$ cat src/rtl/sipo_frame_deserializer.sv
// Serial-in parallel-out frame deserializer with a valid/ready holding register.
// Ports:
//   clk, rst (sync, active-high), clr (abort partial frame), sin/sin_valid (serial bit),
//   status/out_valid/out_ready (frame handshake), bit_cnt, overrun (sticky), parity_err.
// Optional: define SIPO_PARITY_EN for a trailing even-parity bit per frame.
module sipo_frame_deserializer #(
  parameter int WIDTH     = 8,
  parameter bit LSB_FIRST = 1'b1
) (
  input  logic             clk,
  input  logic             rst,
  input  logic             clr,
  input  logic             sin,
  input  logic             sin_valid,
  output logic [WIDTH-1:0] status,
  output logic             out_valid,
  input  logic             out_ready,
  output logic [5:0]       bit_cnt,
  output logic             overrun,
  output logic             parity_err
);

`ifdef SIPO_PARITY_EN
  localparam int FL = WIDTH + 1;
`else
  localparam int FL = WIDTH;
`endif
  localparam logic [5:0] LAST = 6'(FL - 1);

  logic [WIDTH-1:0] sh;
  logic [WIDTH-1:0] sh_shift;
  logic [WIDTH-1:0] frame;
  logic             accept;
  logic             last;
  logic             free;
  logic             data_bit;

  always_comb begin
    sh_shift = '0;
    if (LSB_FIRST) sh_shift = {sin, sh[WIDTH-1:1]};
    else           sh_shift = {sh[WIDTH-2:0], sin};
  end

  assign accept = sin_valid & ~clr;
  assign last   = accept & (bit_cnt == LAST);
  // Holding register may take a new frame if empty or drained this edge.
  assign free   = ~out_valid | out_ready;

`ifdef SIPO_PARITY_EN
  logic par;

  // The trailing parity bit is never shifted into the data register,
  // so on completion sh already holds the full data word.
  assign data_bit = (bit_cnt < 6'(WIDTH));
  assign frame    = sh;

  always_ff @(posedge clk) begin
    if (rst) begin
      par        <= 1'b0;
      parity_err <= 1'b0;
    end else begin
      if (clr || last)  par <= 1'b0;
      else if (accept)  par <= par ^ sin;
      if (last && free) parity_err <= par ^ sin;
    end
  end
`else
  assign data_bit   = 1'b1;
  assign frame      = sh_shift;
  assign parity_err = 1'b0;
`endif

  always_ff @(posedge clk) begin
    if (rst) begin
      sh        <= '0;
      bit_cnt   <= '0;
      status    <= '0;
      out_valid <= 1'b0;
      overrun   <= 1'b0;
    end else begin
      if (clr) begin
        sh      <= '0;
        bit_cnt <= '0;
      end else if (sin_valid) begin
        if (data_bit) sh <= sh_shift;
        bit_cnt <= last ? 6'd0 : bit_cnt + 6'd1;
      end

      if (last && free) begin
        status    <= frame;
        out_valid <= 1'b1;
      end else if (out_valid && out_ready) begin
        out_valid <= 1'b0;
      end

      if (last && !free) overrun <= 1'b1;
    end
  end

endmodule

$ cat config.mk
export PLATFORM = sky130hd
export DESIGN_NAME = sipo_frame_deserializer
export DESIGN_NICKNAME = d
export VERILOG_FILES = /design/src/rtl/sipo_frame_deserializer.sv
export SDC_FILE = /design/constraint.sdc
export NUM_CORES = 1
export LEC_CHECK = 0
export BUFFER_PORTS_ARGS = -buffer_cell sky130_fd_sc_hd__clkbuf_2
export CAP_MARGIN = 15
export CORE_UTILIZATION = 54
export DETAILED_ROUTE_END_ITERATION = 8
export PLACE_DENSITY = 0.86
export SYNTH_ARGS = -nofsm -noshare
export SYNTH_HDL_FRONTEND = slang
export SYNTH_SLANG_ARGS = --single-unit
$ cat constraint.sdc
create_clock -name clk -period 2.7 [get_ports clk]
set_clock_uncertainty 0.1 [all_clocks]
set_input_delay 0.405 -clock clk [delete_from_list [all_inputs] [get_ports clk]]
set_output_delay 0.405 -clock clk [all_outputs]
set_load 0.005 [all_outputs]
==> results of run 1 <==
-- worst max-delay path, stage by stage (launching register included) --
cell and delay, ps:
dfxtp_1 370, or4_1 630, nor3_4 440, mux2i_1 250
-- path summary, 6_finish.rpt --
path	startpoint	endpoint	slack, ps	cells after the start
setup / recovery	bit_cnt[3]	status[2]	830	3
hold reg to reg	status[0]	status[0]	380	2
setup reg to reg	bit_cnt[3]	status[2]	830	3
hold / removal	sin	status[7]	270	3
-- cell type report --
| class | instances | area [µm²] | area share |
|---|---|---|---|
| repair buffers | 21 | 105.1 | 0.09492 |
| multi-input cells | 69 | 485.5 | 0.4384 |
| flip-flops and latches | 23 | 460.4 | 0.4158 |
| well taps | 24 | 30.03 | 0.02712 |
| clock buffers | 4 | 26.28 | 0.02373 |
-- cell families after synthesis --
| logic type | count (synthesis) | synth area share |
|---|---|---|
| AO/OA/AOI/OAI | 8 | 0.05678 |
| flip-flops | 23 | 0.4748 |
| adder cells (fa/ha/maj) | 1 | 0.01290 |
| other | 1 | 0.003867 |
| multiplexers | 15 | 0.1548 |
| XOR/XNOR | 3 | 0.02710 |
| buffers and inverters | 5 | 0.02451 |
| AND/OR/NAND/NOR | 41 | 0.2452 |
-- cells in the final DEF, fill, tap and decap left out --
master and n:
dfxtp_1 23, clkbuf_2 21, nand2b_1 18, mux2i_1 15, nor2_1 10, xor2_1 3, clkbuf_4 3, nor2b_1 2
nand4_1 2, nand2_1 2, a21oi_1 2, o21ai_0 2, o21ba_2 2, nand3_1 1, or4_1 1, nor3_4 1
or2_2 1, nor3_1 1, o211ai_1 1, or3_1 1, a211oi_1 1, nor4b_1 1, ha_1 1, conb_1 1
clkbuf_1 1
-- sequential cells by signal, indices dropped and copies added, names as in the netlist --
register   flops
sh             7
out_valid      1
status         8
overrun        1
bit_cnt        6
-- metal layers --
layer  share of wire  track usage  vias up
met1            0.52       0.2571      323
met5               0            0        -
met3           0.028      0.02449        0
met4               0      0.07273        0
met2            0.45       0.2882       12
li1                -            -      365
-- power breakdown --
part / switching, mW / leakage [nW] / total (mW) / internal, mW
sequential: 0.00169 / 0.185 / 0.342 / 0.341
clock: 0.0912 / 0.0150 / 0.149 / 0.0574
combinational: 0.0144 / 0.229 / 0.0271 / 0.0127
total: 0.107 / 0.430 / 0.518 / 0.411
-- cell usage after synthesis (2+ instances only) --
cell	instances	area share
nor2_1	10	0.039
xor2_1	3	0.027
mux2i_1	15	0.15
o21ai_0	2	0.010
nand2_1	2	0.0077
nor2b_1	2	0.013
o21ba_2	2	0.021
clkbuf_1	2	0.0077
nand4_1	2	0.013
a21oi_1	2	0.010
nand2b_1	18	0.12
dfxtp_1	23	0.47
==> reports/metrics.yaml, run 1 <==
grt_antenna_before_repair: 0
cts_root_buf: "clkbuf_4"
grt_overflow_total: 0
synth_edf_count: 0
layout-drive-gt1-share: 0.2393
end_kind: "flop"
rows: 14
ctsHoldBuffers: 0
nets: 125
dp_hpwl_mm: 1.269
chipHeight_um: 44.38
arrival_ps: 1990
fin_crit_sh: 0.6919
synth_ff_type: "dfxtp_1"
grt_pass1_vias: 660
syn-num-nets: 104
place_area_um2: 1081
synth_cells: 97
area_growth_pct: 14.19
crit_required_ps: 2820
netlist_area_um2: 969.7
gp_congestion: 0.8119
drc: 0
max_freq_mhz: 535.3
drtIter0Drc: 15
vias: 700
start_kind: "flop"
yosys_warnings: 0
die-area_um2: 1969
setup_violations: 0
ant_nets: 0
design_area_um2: 1107
slew_headroom: 0.6672
diodes: 0
vias_per_cell: 4.965
grt_usage: 0.1838
fin_tns_setup_ps: 0
ir_drop_mv: 0.2911
crit_type: "flop to flop"
cts_tree: "yes"
start_util: 0.6083
drv_slew: 0
tritoncts.num_buffers: 3
cap_violations: 0
clockBufferDepth: 2
cts_post_setup_buffers_inserted: 0
cellLeakagePower_nw: 0.4298
hold_viol: 0
final_util: 0.6947
fin_crit_ps: 1868
io_pins: 23
cp_max_fo: 8
status: "complete, no violations"
synthArstFlopShare: 0
hold-worst-slack_ps: 268.6
synth_seq_cells: 23
path_clk_slew_ps: 120
grt_setup_unrepaired: "no"
drt_wl_total_mm: 1.625
total_power_uw: 518.1
placedCellCount: 137
wl_per_cell_um: 11.52
clock_latency_ps: 290
pre_cts_slack_ps: 784.9
tightest_slew_ps: 497.5
core-area_um2: 1594
clock_sinks: 23
grt_pass1_wl_mm: 2.677
yosysUniqueCellTypes: 26
ys_seq_area_frac: 0.4748
firstDrtPassIters: 4
cts_resized: 0
synth.avg_cell_area_um2: 9.997
timing.final.ws_setup_ps: 831.8
hp-class: "input pin to flop"
layoutNonFillerInstCount: 141
grt_start_max_net_pins: 20
power_density_nw_per_um2: 467.9
portBuffers: 21
fillers: 140
htreeDepth: 1
die_x_um: 44.38
(Power assumes the default switching activity.)
==> run 2: changes to the inputs <==
--- a/config.mk
+++ b/config.mk
@@ -7,9 +7,9 @@
 export LEC_CHECK = 0
 export BUFFER_PORTS_ARGS = -buffer_cell sky130_fd_sc_hd__clkbuf_2
 export CAP_MARGIN = 15
-export CORE_UTILIZATION = 54
+export CORE_UTILIZATION = 46
 export DETAILED_ROUTE_END_ITERATION = 8
-export PLACE_DENSITY = 0.86
+export PLACE_DENSITY = 0.79
 export SYNTH_ARGS = -nofsm -noshare
 export SYNTH_HDL_FRONTEND = slang
 export SYNTH_SLANG_ARGS = --single-unit
==> constraint.sdc (replaced) <==
create_clock -name clk -period 1.7 [get_ports clk]
set_clock_uncertainty 0.1 [all_clocks]
set_input_delay 0.255 -clock clk [delete_from_list [all_inputs] [get_ports clk]]
set_output_delay 0.255 -clock clk [all_outputs]
set_load 0.005 [all_outputs]
==> reports/metrics.yaml, run 2 (synthesis gave the netlist of run 1 again) <==
status: "complete, no violations"
use_met3: 0.03396
cp_max_fo: 8
layout-drive-gt1-share: 0.3008
vias: 738
grt_overflow_total: 0
fin_crit_sh: 0.9391
io_pins: 23
rows: 16
cts_root_buf: "clkbuf_4"
die_x_um: 47.91
grt_start_max_net_pins: 20
drc: 0
fin_crit_ps: 1596
drt_wl_total_mm: 1.685
cellLeakagePower_nw: 0.4680
reg2regPathDepth: 4
vias_per_cell: 4.920
min_delay_worst_endpoint: "status[7]"
reg2reg_to: "status[0]"
core-area_um2: 1962
grt_busiest_layer: "met2"
gp_congestion: 0.7998
portBuffers: 21
start_kind: "flop"
tritoncts.num_buffers: 3
ir_drop_mv: 0.3378
clockBufferDepth: 2
setup_violations: 0
wl_per_cell_um: 11.23
slowest_delay_ps: 580
met2_usage: 0.2757
crit_required_ps: 1840
grt_pass1_vias: 639
max_freq_mhz: 626.4
cap_violations: 0
grt_pass1_wl_mm: 2.573
min_path_cells: 3
slowest_stage: "or4_4"
met1_usage: 0.2051
rrSetupSlack_ps: 100
ant_nets: 0
crit_type: "flop to flop"
dp_hpwl_mm: 1.243
crit_chain: "or4_4, nor3_4, buf_12, mux2i_1"
clock_latency_ps: 300
grt_usage: 0.1598
final_cell_mix: "23 x dfxtp_1, 21 x clkbuf_2, 18 x nand2b_1"
reg2reg_from: "bit_cnt[5]"
drv_slew: 0
hold_viol: 0
power_density_nw_per_um2: 714.1
chipHeight_um: 47.91
grt_setup_unrepaired: "no"
fin_tns_setup_ps: 0
firstDrtPassIters: 3
cts_tree: "yes"
htreeDepth: 1
arrival_ps: 1740
start_util: 0.4943
layout_commonest_cell: "dfxtp_1"
drtIter0Drc: 7
grt_antenna_before_repair: 0
hp-class: "input pin to flop"
cts_post_setup_buffers_inserted: 0
nets: 131
largest-register: "status"
clock_sinks: 23
diodes: 0
largest_register_ffs: 8
largestRegisters: "status: 8 flops, sh: 7 flops, bit_cnt: 6 flops"
path_clk_slew_ps: 130
end_kind: "flop"
area_growth_pct: 21.55
hold-worst-slack_ps: 102.9
die-area_um2: 2295
hp-start: "sin"
-- run 2: power breakdown --
part           leakage, nW  internal (mW)  total (mW)  switching (mW)
combinational        0.265         0.0239      0.0493          0.0254
sequential           0.185          0.541       0.543         0.00173
clock               0.0177         0.0877       0.249           0.162
-- run 2: metrics by stage --
stage                     cells  setup WS, ps  area (µm²)  power, mW    util
after floorplan              97         4.892       969.7     0.5880       -
after global placement      146         109.0        1142     0.6017  0.5823
after detailed placement    146         43.83        1142     0.6026  0.5823
after CTS                   150         21.66        1170     0.8489  0.5963
after global routing        150         28.87        1179     0.8805  0.6008
final                       150         103.6        1179     0.8417  0.6008
-- run 2: area by class of cell --
class                      count  area (µm²)
timing repair buffer          27       162.7
fill                         189       783.3
tap                           27       33.78
clock buffer                   3       22.52
sequential                    23       460.4
clock inverter                 1       5.005
multi-input combinational     69       494.2
-- run 2: layer usage --
| metal | part of all wire | vias up |
|---|---|---|
| li1 | - | 381 |
| met1 | 0.51 | 349 |
| met2 | 0.47 | 8 |
| met3 | 0.022 | 0 |
| met4 | 0 | 0 |
| met5 | 0 | - |
-- run 2: how the worst max path moves through the flow --
stage                     startpoint         to  slack (ps)  cells after the start
after floorplan           bit_cnt[3]  status[0]           5                      4
after global placement    bit_cnt[5]  status[5]         110                      4
after detailed placement  bit_cnt[5]  status[0]          40                      4
after CTS                 bit_cnt[5]  status[0]          20                      4
after global routing      bit_cnt[5]  status[0]          30                      4
final                     bit_cnt[5]  status[0]         100                      4
-- run 2: timing repair --
action                                  CTS  global route
endpoints found under the setup margin    0             8
hold buffers                              0             0
resized for setup                         0             2
-- run 2: critical path, delay by kind of cell (launching register included) --
| kind | cells | cell delay (ps) |
|---|---|---|
| buffers and inverters | 1 | 160 |
| and+or+nand+nor | 2 | 750 |
| DFF | 1 | 340 |
| muxes | 1 | 180 |
==> run 3: changes to the inputs <==
--- a/config.mk
+++ b/config.mk
@@ -7,9 +7,10 @@
 export LEC_CHECK = 0
 export BUFFER_PORTS_ARGS = -buffer_cell sky130_fd_sc_hd__clkbuf_2
 export CAP_MARGIN = 15
-export CORE_UTILIZATION = 46
+export CORE_UTILIZATION = 54
+export CTS_BUF_LIST = sky130_fd_sc_hd__clkbuf_8
 export DETAILED_ROUTE_END_ITERATION = 8
-export PLACE_DENSITY = 0.79
+export PLACE_DENSITY = 0.86
 export SYNTH_ARGS = -nofsm -noshare
 export SYNTH_HDL_FRONTEND = slang
 export SYNTH_SLANG_ARGS = --single-unit
==> constraint.sdc (replaced) <==
create_clock -name clk -period 1.74 [get_ports clk]
set_clock_uncertainty 0.1 [all_clocks]
set_input_delay 0.261 -clock clk [delete_from_list [all_inputs] [get_ports clk]]
set_output_delay 0.261 -clock clk [all_outputs]
set_load 0.005 [all_outputs]
==> reports/metrics.yaml, run 3 (synthesis gave the netlist of run 1 again) <==
cts_tree: "yes"
vias: 752
core-area_um2: 1594
hold-worst-slack_ps: 167.8
grt_usage: 0.2468
io_pins: 23
fin_crit_ps: 1626
cts_post_setup_buffers_inserted: 0
crit_type: "flop to flop"
tritoncts.num_buffers: 3
die_x_um: 44.38
arrival_ps: 1710
ir_drop_mv: 0.6457
crit_end: "status[1]"
grt_antenna_before_repair: 0
nets: 131
p_sw_uw: 193.0
drt_wl_total_mm: 1.968
portBuffers: 21
fillers: 119
die-area_um2: 1969
fin_tns_setup_ps: 0
cap_violations: 0
firstDrtPassIters: 4
setup_violations: 0
power_density_nw_per_um2: 762.0
hold_viol: 0
p_clk_frac: 0.359
hp-class: "input pin to flop"
drc: 0
reg2regPathDepth: 4
crit_required_ps: 1830
vias_per_cell: 5.116
reg2reg_from: "bit_cnt[5]"
path_clk_slew_ps: 80
drtIter0Drc: 21
fin_crit_sh: 0.9342
rrSetupSlack_ps: 110
grt_start_max_net_pins: 19
grt_overflow_total: 0
clockBufferDepth: 2
area_growth_pct: 22.58
chipHeight_um: 44.38
grt_setup_unrepaired: "no"
end_kind: "flop"
grt_pass1_vias: 755
final_cell_mix: "23 x dfxtp_1, 21 x clkbuf_2, 18 x nand2b_1"
start_util: 0.6083
cp_max_fo: 8
ant_nets: 0
largestRegisters: "status: 8 flops, sh: 7 flops, bit_cnt: 6 flops"
combPwrFrac: 0.055
dp_hpwl_mm: 1.453
seqPwrFrac: 0.585
crit_start: "bit_cnt[5]"
grt_pass1_wl_mm: 3.450
max_freq_mhz: 615.2
reg2reg_to: "status[1]"
cellLeakagePower_nw: 0.4738
layout-drive-gt1-share: 0.2927
status: "complete, no violations"
clock_latency_ps: 260
clock_sinks: 23
rows: 14
largest_register_ffs: 8
diodes: 0
timing.final.ws_setup_ps: 114.5
swShare: 0.2131
cts_resized: 0
start_kind: "flop"
wl_per_cell_um: 13.39
p_int_uw: 712.7
pre_cts_slack_ps: 46.46
ctsHoldBuffers: 0
htreeDepth: 1
largest-register: "status"
drv_slew: 0
layout_commonest_cell: "dfxtp_1"
gp_congestion: 0.7172
cts_root_buf: "clkbuf_8"
run 3: routing by layer:
layer,global-route usage,wire length [µm]
met5,0,0
met4,0.1636,61
met3,0.03673,40
met2,0.4059,956
met1,0.2974,910
run 3: worst max-delay path, stage by stage, from the launching register on:
cell	delay, ps
dfxtp_1	340
or4_4	580
nor3_4	170
buf_12	160
mux2i_1	200
run 3: cell type report:
cell class              count  area (µm²)  share of cell area
multi-input cells          69       489.2              0.4116
flip-flops and latches     23       460.4              0.3874
clock inverters             1       5.005            0.004211
repair buffers             27       162.7              0.1368
well taps                  24       30.03             0.02526
clock buffers               3       41.29             0.03474
run 3: worst min path at each step:
stage                      endpoint  startpoint  cells past startpoint
after global placement    status[2]   status[2]                      2
after CTS                     sh[7]         sin                      3
after detailed placement  status[4]   status[4]                      2
final                         sh[7]         sin                      3
after global routing      status[7]         sin                      3
after floorplan               sh[7]         sin                      2
run 3: power by group through the flow:
stage                     Clock [mW]  Combinational [mW]  Sequential (mW)
after CTS                      0.336              0.0490            0.530
after detailed placement           0              0.0488            0.542
after global placement             0              0.0479            0.542
after global routing           0.347              0.0546            0.531
after floorplan                    0              0.0317            0.543
final                          0.325              0.0502            0.530
run 3: metrics by stage:
stage	utilization	power (mW)	instance area, µm²	std cells
CTS	0.7433	0.9153	1185	147
detailed placement	0.7143	0.5913	1139	143
floorplan	-	0.5745	969.7	97
finish	0.7457	0.9057	1189	147
global placement	0.7143	0.5901	1139	143
global route	0.7457	0.9327	1189	147
